[config.mk]
export PLATFORM = sky130hd
export DESIGN_NAME = ray_scanner_flat
export DESIGN_NICKNAME = d
export VERILOG_FILES = /design/src/rtl/chess_scan_pkg.sv /design/src/rtl/ray_scanner_if.sv /design/src/rtl/ray_step.sv /design/src/rtl/ray_scanner.sv /design/src/flat_wrapper.sv
export SDC_FILE = /design/constraint.sdc
export NUM_CORES = 1
export LEC_CHECK = 0
export ABC_AREA = 1
export CAP_MARGIN = 30
export CORE_AREA = 2 2 201 203
export DETAILED_ROUTE_END_ITERATION = 12
export DIE_AREA = 0 0 203 205
export PLACE_DENSITY_LB_ADDON = 0.12
export REMOVE_ABC_BUFFERS = 1
export SLEW_MARGIN = 20
export SYNTH_ARGS = -nofsm -noshare
export SYNTH_HDL_FRONTEND = slang
export SYNTH_SLANG_ARGS = --single-unit
[constraint.sdc]
create_clock -name clk -period 8.1 [get_ports clk]
set_clock_uncertainty 0.05 [all_clocks]
set_input_delay 1.62 -clock clk [delete_from_list [all_inputs] [get_ports clk]]
set_output_delay 1.62 -clock clk [all_outputs]
set_load 0.02 [all_outputs]
[src/rtl/chess_scan_pkg.sv]
`default_nettype none
// ============================================================================
// chess_scan_pkg : direction/mode codes and ray deltas shared by board scanners
// revision 1.0
// ============================================================================
package chess_scan_pkg;

  localparam int EMPTY = 0;

  typedef enum logic [2:0] {
    DIR_N  = 3'd0,
    DIR_NE = 3'd1,
    DIR_E  = 3'd2,
    DIR_SE = 3'd3,
    DIR_S  = 3'd4,
    DIR_SW = 3'd5,
    DIR_W  = 3'd6,
    DIR_NW = 3'd7
  } dir_e;

  typedef enum logic {
    MODE_SLIDE  = 1'b0,
    MODE_KNIGHT = 1'b1
  } mode_e;

  typedef struct packed {
    logic signed [2:0] df;
    logic signed [2:0] dr;
  } delta_t;

  localparam logic signed [2:0] D_Z  = 3'sd0;
  localparam logic signed [2:0] D_P1 = 3'sd1;
  localparam logic signed [2:0] D_P2 = 3'sd2;
  localparam logic signed [2:0] D_M1 = -3'sd1;
  localparam logic signed [2:0] D_M2 = -3'sd2;

  function automatic delta_t mk_delta(input logic signed [2:0] df, input logic signed [2:0] dr);
    return {df, dr};
  endfunction

  // Rank 0 is the top edge, so "north" decreases the rank.
  function automatic delta_t slide_delta(input logic [2:0] dir);
    case (dir)
      DIR_N:   return mk_delta(D_Z,  D_M1);
      DIR_NE:  return mk_delta(D_P1, D_M1);
      DIR_E:   return mk_delta(D_P1, D_Z);
      DIR_SE:  return mk_delta(D_P1, D_P1);
      DIR_S:   return mk_delta(D_Z,  D_P1);
      DIR_SW:  return mk_delta(D_M1, D_P1);
      DIR_W:   return mk_delta(D_M1, D_Z);
      default: return mk_delta(D_M1, D_M1);
    endcase
  endfunction

  function automatic delta_t knight_delta(input logic [2:0] dir);
    case (dir)
      3'd0:    return mk_delta(D_M2, D_M1);
      3'd1:    return mk_delta(D_M1, D_M2);
      3'd2:    return mk_delta(D_P1, D_M2);
      3'd3:    return mk_delta(D_P2, D_M1);
      3'd4:    return mk_delta(D_P2, D_P1);
      3'd5:    return mk_delta(D_P1, D_P2);
      3'd6:    return mk_delta(D_M1, D_P2);
      default: return mk_delta(D_M2, D_P1);
    endcase
  endfunction

endpackage
`default_nettype wire

[src/rtl/ray_scanner_if.sv]
`default_nettype none
// ============================================================================
// ray_scanner_if : start/busy/done request and result bundle of ray_scanner
// revision 1.0
// ============================================================================
interface ray_scanner_if #(
  parameter int FILES   = 8,
  parameter int RANKS   = 8,
  parameter int PIECE_W = 4,
  parameter int SQ_W    = $clog2(FILES*RANKS),
  parameter int STEP_W  = $clog2((FILES > RANKS) ? FILES : RANKS)
);
  logic                         start;
  logic [FILES*RANKS*PIECE_W-1:0] board;
  logic [SQ_W-1:0]              origin;
  logic [2:0]                   direction;
  logic                         mode;
  logic [STEP_W-1:0]            max_steps;
  logic                         busy;
  logic                         done;
  logic                         hit_found;
  logic [SQ_W-1:0]              hit_pos;
  logic [PIECE_W-1:0]           hit_piece;
  logic [STEP_W-1:0]            hit_steps;

  modport master (
    output start, board, origin, direction, mode, max_steps,
    input  busy, done, hit_found, hit_pos, hit_piece, hit_steps
  );

  modport slave (
    input  start, board, origin, direction, mode, max_steps,
    output busy, done, hit_found, hit_pos, hit_piece, hit_steps
  );
endinterface
`default_nettype wire

[src/rtl/ray_step.sv]
`default_nettype none
// ============================================================================
// ray_step : one ray/knight step on file/rank coordinates with edge detection
// revision 1.0
// ============================================================================
module ray_step
  import chess_scan_pkg::*;
#(
  parameter int FILES = 8,
  parameter int RANKS = 8,
  parameter int SQ_W  = $clog2(FILES*RANKS)
) (
  input  logic [SQ_W-1:0] cur,
  input  logic [2:0]      direction,
  input  logic            mode,
  output logic [SQ_W-1:0] next,
  output logic            off_board
);
  // Two spare bits give a sign and headroom for FILES/RANKS themselves.
  localparam int CW = SQ_W + 2;
  localparam logic signed [CW-1:0] F_LIM = CW'(FILES);
  localparam logic signed [CW-1:0] R_LIM = CW'(RANKS);
  localparam logic [SQ_W:0]        N_SQ  = (SQ_W+1)'(FILES*RANKS);

  delta_t                 d;
  logic [SQ_W-1:0]        cf, cr;
  logic signed [CW-1:0]   nf, nr;

  always_comb begin
    d  = (mode == MODE_KNIGHT) ? knight_delta(direction) : slide_delta(direction);
    cf = SQ_W'(int'(cur) % FILES);
    cr = SQ_W'(int'(cur) / FILES);
    nf = $signed({2'b00, cf}) + CW'(d.df);
    nr = $signed({2'b00, cr}) + CW'(d.dr);
    off_board = ({1'b0, cur} >= N_SQ) || nf[CW-1] || (nf >= F_LIM)
                || nr[CW-1] || (nr >= R_LIM);
    next = SQ_W'(int'(nr) * FILES + int'(nf));
  end
endmodule
`default_nettype wire

[src/rtl/ray_scanner.sv]
`default_nettype none
// ============================================================================
// ray_scanner : walks a latched board one square per clock along a ray/jump
// revision 1.0
// ============================================================================
module ray_scanner
  import chess_scan_pkg::*;
#(
  parameter int FILES   = 8,
  parameter int RANKS   = 8,
  parameter int PIECE_W = 4,
  parameter int SQ_W    = $clog2(FILES*RANKS),
  parameter int STEP_W  = $clog2((FILES > RANKS) ? FILES : RANKS)
) (
  input logic        clk,
  input logic        rst_n,
  ray_scanner_if.slave bus
);
  localparam int BOARD_W = FILES*RANKS*PIECE_W;

  typedef enum logic [1:0] {IDLE = 2'd0, SCAN = 2'd1, DONE = 2'd2} state_e;

  state_e               state, state_nx;
  logic [BOARD_W-1:0]   board_q;
  logic [SQ_W-1:0]      cur;
  logic [STEP_W-1:0]    cnt, max_q, cnt_inc;
  logic [2:0]           dir_q;
  logic                 mode_q;
  logic [SQ_W-1:0]      nxt;
  logic                 off_board;
  logic [PIECE_W-1:0]   piece_at;
  logic                 term_hit, term_lim;
  logic                 found_q;
  logic [SQ_W-1:0]      pos_q;
  logic [PIECE_W-1:0]   piece_q;
  logic [STEP_W-1:0]    steps_q;

  ray_step #(.FILES(FILES), .RANKS(RANKS), .SQ_W(SQ_W)) u_step (
    .cur       (cur),
    .direction (dir_q),
    .mode      (mode_q),
    .next      (nxt),
    .off_board (off_board)
  );

  always_ff @(posedge clk) begin
    if (!rst_n) state <= IDLE;
    else        state <= state_nx;
  end

  always_comb begin
    cnt_inc  = cnt + 1'b1;
    piece_at = PIECE_W'(board_q >> (int'(nxt) * PIECE_W));
    term_hit = !off_board && (piece_at != PIECE_W'(EMPTY));
    term_lim = !off_board && ((mode_q == MODE_KNIGHT) ||
                              ((max_q != '0) && (cnt_inc == max_q)));
    state_nx = state;
    case (state)
      IDLE:    if (bus.start) state_nx = SCAN;
      SCAN:    if (off_board || term_hit || term_lim) state_nx = DONE;
      DONE:    state_nx = IDLE;
      default: state_nx = IDLE;
    endcase
    bus.busy = (state != IDLE);
    bus.done = (state == DONE);
  end

  always_ff @(posedge clk) begin
    if (!rst_n) begin
      board_q <= '0;
      cur     <= '0;
      cnt     <= '0;
      max_q   <= '0;
      dir_q   <= '0;
      mode_q  <= 1'b0;
      found_q <= 1'b0;
      pos_q   <= '0;
      piece_q <= '0;
      steps_q <= '0;
    end else if (state == IDLE && bus.start) begin
      board_q <= bus.board;
      cur     <= bus.origin;
      cnt     <= '0;
      max_q   <= bus.max_steps;
      dir_q   <= bus.direction;
      mode_q  <= bus.mode;
    end else if (state == SCAN) begin
      // Priority matters: an occupied square wins over the step limit.
      if (off_board) begin
        found_q <= 1'b0;
        pos_q   <= cur;
        piece_q <= '0;
        steps_q <= cnt;
      end else if (term_hit) begin
        found_q <= 1'b1;
        pos_q   <= nxt;
        piece_q <= piece_at;
        steps_q <= cnt_inc;
      end else if (term_lim) begin
        found_q <= 1'b0;
        pos_q   <= nxt;
        piece_q <= '0;
        steps_q <= cnt_inc;
      end else begin
        cur <= nxt;
        cnt <= cnt_inc;
      end
    end
  end

  assign bus.hit_found = found_q;
  assign bus.hit_pos   = pos_q;
  assign bus.hit_piece = piece_q;
  assign bus.hit_steps = steps_q;
endmodule
`default_nettype wire

[src/flat_wrapper.sv]
// flat-port wrapper written by rule: the top's interface ports become plain ports
module ray_scanner_flat import chess_scan_pkg::*;
#(
  parameter int FILES   = 8,
  parameter int RANKS   = 8,
  parameter int PIECE_W = 4,
  parameter int SQ_W    = $clog2(FILES*RANKS),
  parameter int STEP_W  = $clog2((FILES > RANKS) ? FILES : RANKS)
)
  (clk, rst_n, bus_start, bus_board, bus_origin, bus_direction, bus_mode, bus_max_steps, bus_busy, bus_done, bus_hit_found, bus_hit_pos, bus_hit_piece, bus_hit_steps);
  ray_scanner_if #(.FILES(FILES), .RANKS(RANKS), .PIECE_W(PIECE_W), .SQ_W(SQ_W), .STEP_W(STEP_W)) bus_i ();
  input logic clk;
  input logic rst_n;
  input wire logic [$bits(bus_i.start)-1:0] bus_start;
  input wire logic [$bits(bus_i.board)-1:0] bus_board;
  input wire logic [$bits(bus_i.origin)-1:0] bus_origin;
  input wire logic [$bits(bus_i.direction)-1:0] bus_direction;
  input wire logic [$bits(bus_i.mode)-1:0] bus_mode;
  input wire logic [$bits(bus_i.max_steps)-1:0] bus_max_steps;
  output wire logic [$bits(bus_i.busy)-1:0] bus_busy;
  output wire logic [$bits(bus_i.done)-1:0] bus_done;
  output wire logic [$bits(bus_i.hit_found)-1:0] bus_hit_found;
  output wire logic [$bits(bus_i.hit_pos)-1:0] bus_hit_pos;
  output wire logic [$bits(bus_i.hit_piece)-1:0] bus_hit_piece;
  output wire logic [$bits(bus_i.hit_steps)-1:0] bus_hit_steps;
  assign bus_i.start = bus_start;
  assign bus_i.board = bus_board;
  assign bus_i.origin = bus_origin;
  assign bus_i.direction = bus_direction;
  assign bus_i.mode = bus_mode;
  assign bus_i.max_steps = bus_max_steps;
  assign bus_busy = bus_i.busy;
  assign bus_done = bus_i.done;
  assign bus_hit_found = bus_i.hit_found;
  assign bus_hit_pos = bus_i.hit_pos;
  assign bus_hit_piece = bus_i.hit_piece;
  assign bus_hit_steps = bus_i.hit_steps;
  ray_scanner #(.FILES(FILES), .RANKS(RANKS), .PIECE_W(PIECE_W), .SQ_W(SQ_W), .STEP_W(STEP_W)) u_core (.clk(clk), .rst_n(rst_n), .bus(bus_i));
endmodule
==> impl_metrics.json, run 1 <==
{
  "crit_end": "u_core.bus.hit_pos[0]",
  "ctsRootBufferMaster": "clkbuf_16",
  "gr-max-usage-layer": "met2",
  "synth-simple-area-share_pct": 30.62,
  "numCtsBuffers": 34,
  "grt_first_pass_wirelength_um": 70410,
  "synth_most_common_cell": "nor2_1",
  "synth_top_family_by_area": "simple AND/OR/NAND/NOR gates",
  "htreeDepth": 2,
  "stdcell_count": 2668,
  "ioPinCount": 288,
  "die_w_um": 203,
  "antenna_found_initial": 0,
  "rrSetupSlack_ns": 2.93,
  "synth_top_area_share_pct": 43.54,
  "drc_errors": 0,
  "syn_avg_cell_area_um2": 6.869,
  "synth_area_um2": 13240,
  "critPathKind": "register to register",
  "tightest_slew_ns": 0.9496,
  "hold_violations": 0,
  "numPortBuffers": 287,
  "gr-usage-met2_pct": 35.59,
  "overflow": 0,
  "cp-end-kind": "register",
  "fin_ws_ns": 2.927,
  "cp.arrival_ns": 5.52,
  "ys_seq_elements": 288,
  "drt-total-wl_um": 44930,
  "grt_pass1_vias": 12640,
  "crit_chain": "inv_2 > nor3_1 > o21ai_0 > nand2_1 > inv_1 > ha_1 > nand2_1 > nor2_1 > a211oi_1 > xor2_2 > inv_1 > ha_1 > clkinv_1 > nand3_1 > nand3_1 > nand3_1 > nand2_2 > nor2_4 > nand3_4 > nand2_4 > inv_2 > nor2_1 > nor2_1",
  "synth_area_leaders": "dfxtp_1 (44%), nor2_1 (16%), o21ai_0 (12%)",
  "layout.nets": 2405,
  "synthTopCellsByCount": "nor2_1 (551), o21ai_0 (315), dfxtp_1 (288)",
  "vdd_ir_drop_max_mv": 0.1220,
  "die_area_um2": 41620,
  "drv_slew": 0,
  "area_delta_synth_final_pct": 31.25,
  "synthAdderAreaFrac_pct": 1.493,
  "r2r-start": "u_core.dir_q[2]",
  "critPathMaxStageDelay_ns": 0.91,
  "grt_max_degree": 240,
  "p_leak_nw": 6.907,
  "die_h_um": 205,
  "viasPerCell": 4.866,
  "n_antenna_cell": 0,
  "drive_above_1_share_pct": 5.273,
  "synth_flop_cell": "dfxtp_1",
  "crit_fanout": 18,
  "postRouteAntennaNets": 0,
  "crit_required_ns": 8.45,
  "min_path_type": "register to register",
  "gp_congestion": 0.7695,
  "fmax_ghz": 0.1933,
  "track_usage_pct": 21.45,
  "dp_cells": 2607,
  "initial_core_util_pct": 33.64,
  "synthArstFlopShare_pct": 0,
  "yosysSeqAreaShare_pct": 43.54,
  "startpoint_type": "register",
  "hpwl_um": 29640,
  "cp_slowest_cell": "ha_1",
  "fillers": 4089,
  "rr_endpoint": "u_core.bus.hit_pos[0]",
  "met3_usage_pct": 3.261,
  "max_cap_violations": 0,
  "rsz0062_at_grt": "no",
  "critPathLaunch": "u_core.dir_q[2]",
  "total_power_mw": 4.647,
  "placed_cell_area_um2": 16250,
  "power_density_nw_per_um2": 267.4,
  "synth_xor_area_share_pct": 0.3874,
  "wl_per_cell_um": 16.84,
  "rows": 73,
  "synth_compound_area_share_pct": 16.59,
  "synth_edf_count": 0,
  "first_pass_iters": 7,
  "clock_latency_ns": 0.52,
  "clk_path_buf_depth": 3,
  "vias": 12980,
  "dp_slack_ns": 2.866,
  "post_cts_buffers": 0,
  "setup_viol": 0,
  "relSlewSlack_pct": 36.70,
  "core_um2": 39370,
  "yosysTopAreaCell": "dfxtp_1",
  "outcome": "finished, final reports clean",
  "synth_mux_area_share_pct": 0,
  "fin_crit_sh_pct": 63.86,
  "hold_buffers": 0,
  "cts_resized": 0,
  "finalCriticalPeriod_ns": 5.173,
  "cts.clk_slew.worst_paths_ns": 0.06,
  "cts_tree": "yes",
  "rr_worst_depth": 23,
  "syn-instance-count": 1928,
  "ys_types": 38,
  "yosysWarningCount": 0,
  "fin_area_um2": 17380,
  "clock_sinks": 288,
  "drt_iter0_drc": 801,
  "use_met1_pct": 29.25
}
[metrics by stage]
step	utilization, %	TNS (ns)	hold WS, ns
floorplan	-	-782.65	0.3738
global placement	41.15	0	0.3850
detailed placement	41.29	0	0.3903
CTS	44.08	0	0.3974
global route	44.15	0	0.4195
finish	44.15	0	0.3976
[report_power, final]
part           internal (mW)  total [mW]  switching [mW]
sequential              1.55        1.62          0.0684
clock                  0.906        1.51           0.605
combinational          0.517        1.51           0.997
total                   2.98        4.65            1.67
[cell usage in the layout (no fill, tap or decap), types with 3 or more instances in the layout]
cell type,n
buf_4,9
a21oi_1,58
clkdlybuf4s50_1,286
clkbuf_8,9
nand2_1,208
clkinv_2,10
clkbuf_1,6
o21ai_1,28
dfxtp_1,288
o21ai_0,315
o211ai_2,5
inv_2,8
ha_1,10
inv_1,61
nor2_1,551
nand3_1,195
a21oi_2,5
o211ai_1,9
clkbuf_16,35
nand2_2,9
nand2_4,4
buf_16,3
[worst min path at each step]
| stage | from | slack, ns | endpoint | depth (start not counted) |
|---|---|---|---|---|
| final | u_core.board_q[139] | 0.40 | u_core.board_q[139] | 2 |
| after global routing | u_core.board_q[187] | 0.42 | u_core.board_q[187] | 2 |
| after CTS | u_core.board_q[139] | 0.40 | u_core.board_q[139] | 2 |
| after detailed placement | u_core.board_q[139] | 0.39 | u_core.board_q[139] | 2 |
| after global placement | u_core.board_q[235] | 0.39 | u_core.board_q[235] | 2 |
| after floorplan | u_core.board_q[139] | 0.37 | u_core.board_q[139] | 2 |
[kinds of logic after synthesis]
logic type | Yosys count
DFF | 288
AOI/OAI and AO/OA | 422
buffers and inverters | 219
and+or+nand+nor | 980
adders and majority gates | 14
xor gates and xnor gates | 5
[layer usage]
layer | part of all wire (%) | vias to the layer above
li1 | - | 6655
met1 | 47 | 5964
met2 | 46 | 311
met3 | 4.7 | 52
met4 | 2.0 | 0
met5 | 0 | -
[sequential cells by signal, summed over array words and instances (netlist names)]
signal,count
u_core.board_q,256
u_core.bus.hit_pos,6
u_core.cur,6
u_core.bus.hit_piece,4
u_core.bus.hit_steps,3
u_core.cnt,3
u_core.dir_q,3
u_core.max_q,3
u_core.state,2
u_core.bus.hit_found,1
u_core.mode_q,1
[worst max-delay path: cells and delay by family (launching register included)]
family	cells	cell delay, ns
AO/OA/AOI/OAI	2	0.42
adder cells (fa/ha/maj)	2	1.18
buffers and inverters	5	1.13
AND/OR/NAND/NOR	13	1.62
XOR/XNOR	1	0.22
flip-flops	1	0.42
[cell type report]
type	count	area (um^2)	area share, %
Timing Repair Buffer	300	3044	17.51
Inverter	74	290.3	1.670
Sequential cell	288	5766	33.17
Clock buffer	50	1022	5.881
Multi-Input combinational cell	1421	6524	37.53
Clock inverter	10	78.83	0.4535
Tap cell	525	656.9	3.779
No activity file was read; power rests on OpenSTA's default activity.
==> inputs of run 2 (changes only) <==
- clock period: 8.1 -> 5.2 ns (I/O delays scaled with it)
==> run 2 against run 1 <==
Effect of this change:
- power increased by 59%
- clock power increased by 64%
- worst hold slack improved by 0.0031 ns
- critical path depth increased by 2
- non-clock buffer count increased by 7
- largest cell class unchanged
- highest routed layer unchanged
==> impl_metrics.json, run 2 (synthesis results as in run 1) <==
{
  "rrSetupSlack_ns": 0.66,
  "n_antenna_cell": 0,
  "drt-total-wl_um": 44190,
  "hpwl_um": 29560,
  "htreeDepth": 2,
  "clock_sinks": 288,
  "area_delta_synth_final_pct": 32.29,
  "vias": 13000,
  "critPathKind": "register to register",
  "met3_usage_pct": 2.720,
  "viasPerCell": 4.862,
  "core_um2": 39370,
  "max_cap_violations": 0,
  "rr_worst_depth": 25,
  "ioPinCount": 288,
  "use_met1_pct": 28.73,
  "drv_slew": 0,
  "gp_congestion": 0.8286,
  "cts_resized": 0,
  "worstHoldPathCells": 2,
  "r2r-start": "u_core.dir_q[2]",
  "vdd_ir_drop_max_mv": 0.1649,
  "numCtsBuffers": 35,
  "die_area_um2": 41620,
  "min_path_type": "register to register",
  "final_common_cell": "nor2_1",
  "final_cell_mix": "nor2_1 (551), o21ai_0 (315), dfxtp_1 (288)",
  "setup_viol": 0,
  "hold_path_startpoint": "u_core.board_q[42]",
  "postRouteAntennaNets": 0,
  "fin_setup_tns_ns": 0,
  "hold_violations": 0,
  "overflow": 0,
  "p_leak_nw": 6.962,
  "die_h_um": 205,
  "cp-end-kind": "register",
  "cp.arrival_ns": 4.89,
  "fmax_ghz": 0.2201,
  "holdPathEnd": "u_core.board_q[42]",
  "wl_per_cell_um": 16.53,
  "finalCriticalPeriod_ns": 4.543,
  "crit_fanout": 16,
  "critPathLaunch": "u_core.dir_q[2]",
  "first_pass_iters": 5,
  "fin_hold_ws_ns": 0.4007,
  "gr-max-usage-layer": "met2",
  "post_cts_buffers": 0,
  "fin_crit_sh_pct": 87.37,
  "tightest_slew_ns": 0.9470,
  "grt_max_degree": 131,
  "stdcell_count": 2673,
  "rows": 73,
  "die_w_um": 203,
  "regMostFlops": "u_core.board_q",
  "startpoint_type": "register",
  "power_density_nw_per_um2": 421.5,
  "hold_buffers": 0,
  "track_usage_pct": 20.92,
  "clk_path_buf_depth": 3,
  "rsz0062_at_grt": "no",
  "numPortBuffers": 287,
  "grt_pass1_vias": 12530,
  "drive_above_1_share_pct": 5.540,
  "drt_iter0_drc": 776,
  "crit_required_ns": 5.55,
  "cts_tree": "yes",
  "relSlewSlack_pct": 36.78,
  "antenna_found_initial": 0,
  "drc_errors": 0,
  "outcome": "finished, final reports clean",
  "clock_latency_ns": 0.51,
  "cts.clk_slew.worst_paths_ns": 0.06,
  "fin_util_pct": 44.50,
  "rr_endpoint": "u_core.bus.hit_pos[4]",
  "grt_first_pass_wirelength_um": 69300,
  "dp_cells": 2613,
  "ctsRootBufferMaster": "clkbuf_16",
  "gr-usage-met2_pct": 35.10,
  "initial_core_util_pct": 33.64,
  "layout.nets": 2413,
  "largest_register_ffs": 256
}
[run 2: cell count changes in the layout (fill, tap and decap cells not counted), sizes merged]
cell	delta
buf	+7
clkinv	-5
bufinv	+3
clkbuf	-2
clkinvlp	+2
[run 2: metal layers]
layer	part of all wire, %	up-vias	routed length [um]
li1	-	6677	-
met1	48	5978	21080
met2	47	295	20560
met3	4.3	45	1900
met4	1.5	0	647
met5	0	-	0
[run 2: how the worst max path moves through the flow]
| stage | to | slack [ns] | cells past startpoint |
|---|---|---|---|
| finish | u_core.bus.hit_pos[4] | 0.66 | 25 |
| global route | u_core.bus.hit_pos[5] | 0.20 | 25 |
| CTS | u_core.bus.hit_pos[4] | 0.69 | 25 |
| detailed placement | u_core.bus.hit_pos[4] | 0.69 | 25 |
| global placement | u_core.bus.hit_pos[5] | 0.89 | 25 |
| floorplan | u_core.cur[0] | -5.91 | 5 |
[run 2: final cells by class]
type	instances	area, um^2
multi-input combinational	1421	6524
inverter	74	290.3
sequential	288	5766
fill	4060	21850
timing repair buffer	307	3119
clock inverter	10	158.9
tap	525	656.9
clock buffer	48	1005
[run 2: where the power goes]
part	switching (mW)	leakage [nW]	internal [mW]
sequential	0.111	2.39	2.42
combinational	1.55	4.01	0.828
clock	0.935	0.568	1.54
total	2.59	6.96	4.79
[run 2: critical path, cell delays in order (launching register included)]
cell and delay (ns):
dfxtp_1 0.44, inv_2 0.10, nor3_1 0.16, o21ai_0 0.11, nand2_1 0.13, inv_1 0.05
ha_1 0.26, nand2_1 0.06, nor2_1 0.04, a211oi_1 0.30, xor2_2 0.13, inv_1 0.08
ha_1 0.13, inv_1 0.05, fa_1 0.88, inv_1 0.31, nand3_1 0.18, nand3_1 0.11
nand2_1 0.09, nand2_1 0.10, inv_2 0.14, nand3_4 0.09, nand2_4 0.19, inv_2 0.12
nor2_1 0.11, nor2_1 0.05
[run 2: metrics by stage]
| stage | setup WS [ns] | power (mW) | area (um^2) |
|---|---|---|---|
| floorplan | -5.911 | 4.020 | 12550 |
| global placement | 0.8923 | 4.924 | 16290 |
| detailed placement | 0.6867 | 4.969 | 16320 |
| CTS | 0.6914 | 7.458 | 17480 |
| global route | 0.2043 | 7.849 | 17520 |
| finish | 0.6567 | 7.384 | 17520 |
==> inputs of run 3 (changes only) <==
- CTS_BUF_LIST: not set -> sky130_fd_sc_hd__clkbuf_16
- GPL_TIMING_DRIVEN: not set -> 0
==> run 3 against run 2 <==
Effect of this change:
- final area about the same
- cell count decreased by 0.19%
- sequential share of layout area is essentially flat
- setup slack got worse by 0.31 ns
- non-clock buffer count fell by 9
- flip-flop and latch count is the same
- global-route usage shrank 0.44 points
==> impl_metrics.json, run 3 (synthesis results as in run 1) <==
{
  "viasPerCell": 4.861,
  "final_cell_mix": "nor2_1 (551), o21ai_0 (315), dfxtp_1 (288)",
  "outcome": "finished, final reports clean",
  "dp_slack_ns": -0.05961,
  "clock_latency_ns": 0.52,
  "clock_sinks": 288,
  "final_common_cell": "nor2_1",
  "core_um2": 39370,
  "power_frac_seq_pct": 34.4,
  "cts.clk_slew.worst_paths_ns": 0.06,
  "power_density_nw_per_um2": 419.1,
  "p_int_mw": 4.709,
  "hpwl_um": 27320,
  "numCtsBuffers": 34,
  "hold_violations": 0,
  "hold_buffers": 0,
  "cp.arrival_ns": 5.21,
  "post_cts_buffers": 0,
  "rows": 73,
  "first_pass_iters": 5,
  "postRouteAntennaNets": 0,
  "fin_ws_ns": 0.3473,
  "max_cap_violations": 0,
  "drv_slew": 0,
  "vias": 12970,
  "numPortBuffers": 287,
  "rsz0062_at_grt": "no",
  "vdd_ir_drop_max_mv": 0.2146,
  "tightest_slew_ns": 0.9661,
  "pwr-share-clk_pct": 32.4,
  "relSlewSlack_pct": 35.50,
  "antenna_found_initial": 2,
  "ctsRootBufferMaster": "clkbuf_16",
  "pwr-share-comb_pct": 33.2,
  "cp-end-kind": "register",
  "crit_required_ns": 5.56,
  "fillers": 4104,
  "layout.nets": 2403,
  "regMostFlops": "u_core.board_q",
  "cts_resized": 1,
  "setup_viol": 0,
  "finalCriticalPeriod_ns": 4.853,
  "clk_path_buf_depth": 3,
  "grt_first_pass_wirelength_um": 67510,
  "initial_core_util_pct": 33.64,
  "drt-total-wl_um": 43300,
  "ioPinCount": 288,
  "min_path_type": "register to register",
  "n_antenna_cell": 0,
  "cts_tree": "yes",
  "track_usage_pct": 20.48,
  "drc_errors": 0,
  "total_power_mw": 7.348,
  "crit_fanout": 16,
  "grt_max_degree": 142,
  "startpoint_type": "register",
  "die_h_um": 205,
  "drt_iter0_drc": 846,
  "fin_crit_sh_pct": 93.32,
  "fmax_ghz": 0.2061,
  "wl_per_cell_um": 16.23,
  "p_leak_nw": 6.961,
  "gp_congestion": 0.7820,
  "htreeDepth": 2,
  "sw_frac_of_total_pct": 35.91,
  "fin_util_pct": 44.54,
  "critPathKind": "register to register",
  "die_w_um": 203,
  "largest_register_ffs": 256,
  "grt_pass1_vias": 12240,
  "area_delta_synth_final_pct": 32.40,
  "drive_above_1_share_pct": 5.040,
  "critPathMaxStageDelay_ns": 0.86,
  "overflow": 0,
  "p_switching_mw": 2.639,
  "die_area_um2": 41620,
  "cp_slowest_cell": "fa_2"
}
==> run 3: power by group through the flow <==
stage	logic (mW)	registers, mW	clock network [mW]
after floorplan	1.46	2.56	0
after global placement	2.47	2.57	0
after detailed placement	2.46	2.57	0
after CTS	2.47	2.52	2.44
after global routing	2.73	2.55	2.53
final	2.44	2.53	2.38
==> run 3: per-layer routing <==
layer,up-vias,share of wire (%),track usage (%)
li1,6668,-,-
met1,5952,47,27.86
met2,288,46,33.66
met3,57,4.9,3.611
met4,4,1.8,5.031
met5,-,0.062,0
==> run 3: path summary, 6_finish.rpt <==
| path | start | endpoint | slack, ns | cells past startpoint |
|---|---|---|---|---|
| max | u_core.dir_q[2] | u_core.bus.hit_pos[1] | 0.35 | 25 |
| min | u_core.board_q[163] | u_core.board_q[163] | 0.40 | 2 |
| max reg2reg | u_core.dir_q[2] | u_core.bus.hit_pos[1] | 0.35 | 25 |
| min reg2reg | u_core.board_q[163] | u_core.board_q[163] | 0.40 | 2 |
==> run 3: layout make-up <==
class | count | area (um^2) | share of cell area [%]
inverter | 74 | 300.3 | 1.713
tap | 525 | 656.9 | 3.747
clock inverter | 25 | 182.7 | 1.042
clock buffer | 37 | 925.9 | 5.281
sequential | 288 | 5766 | 32.88
timing repair buffer | 298 | 3153 | 17.98
multi-input combinational | 1421 | 6549 | 37.35
==> run 3: through the flow <==
stage               instance area (um^2)  setup TNS [ns]  std cells  hold WS, ns
finish                             17530               0       2668       0.4001
global route                       17530               0       2668       0.4158
detailed placement                 16410         -0.7795       2606       0.3921
floorplan                          12550        -1341.72       1783       0.3738
global placement                   16080        -4146.45       2595       0.3882
CTS                                17520               0       2668       0.4012
==> run 3: critical path: cells and delay by family (launching register included) <==
family          cells  cell delay [ns]
compound gates      2             0.39
flops               1             0.41
fa+ha+maj           3             1.25
simple gates       12             1.51
buf+inv             7             0.95
xor+xnor            1             0.15
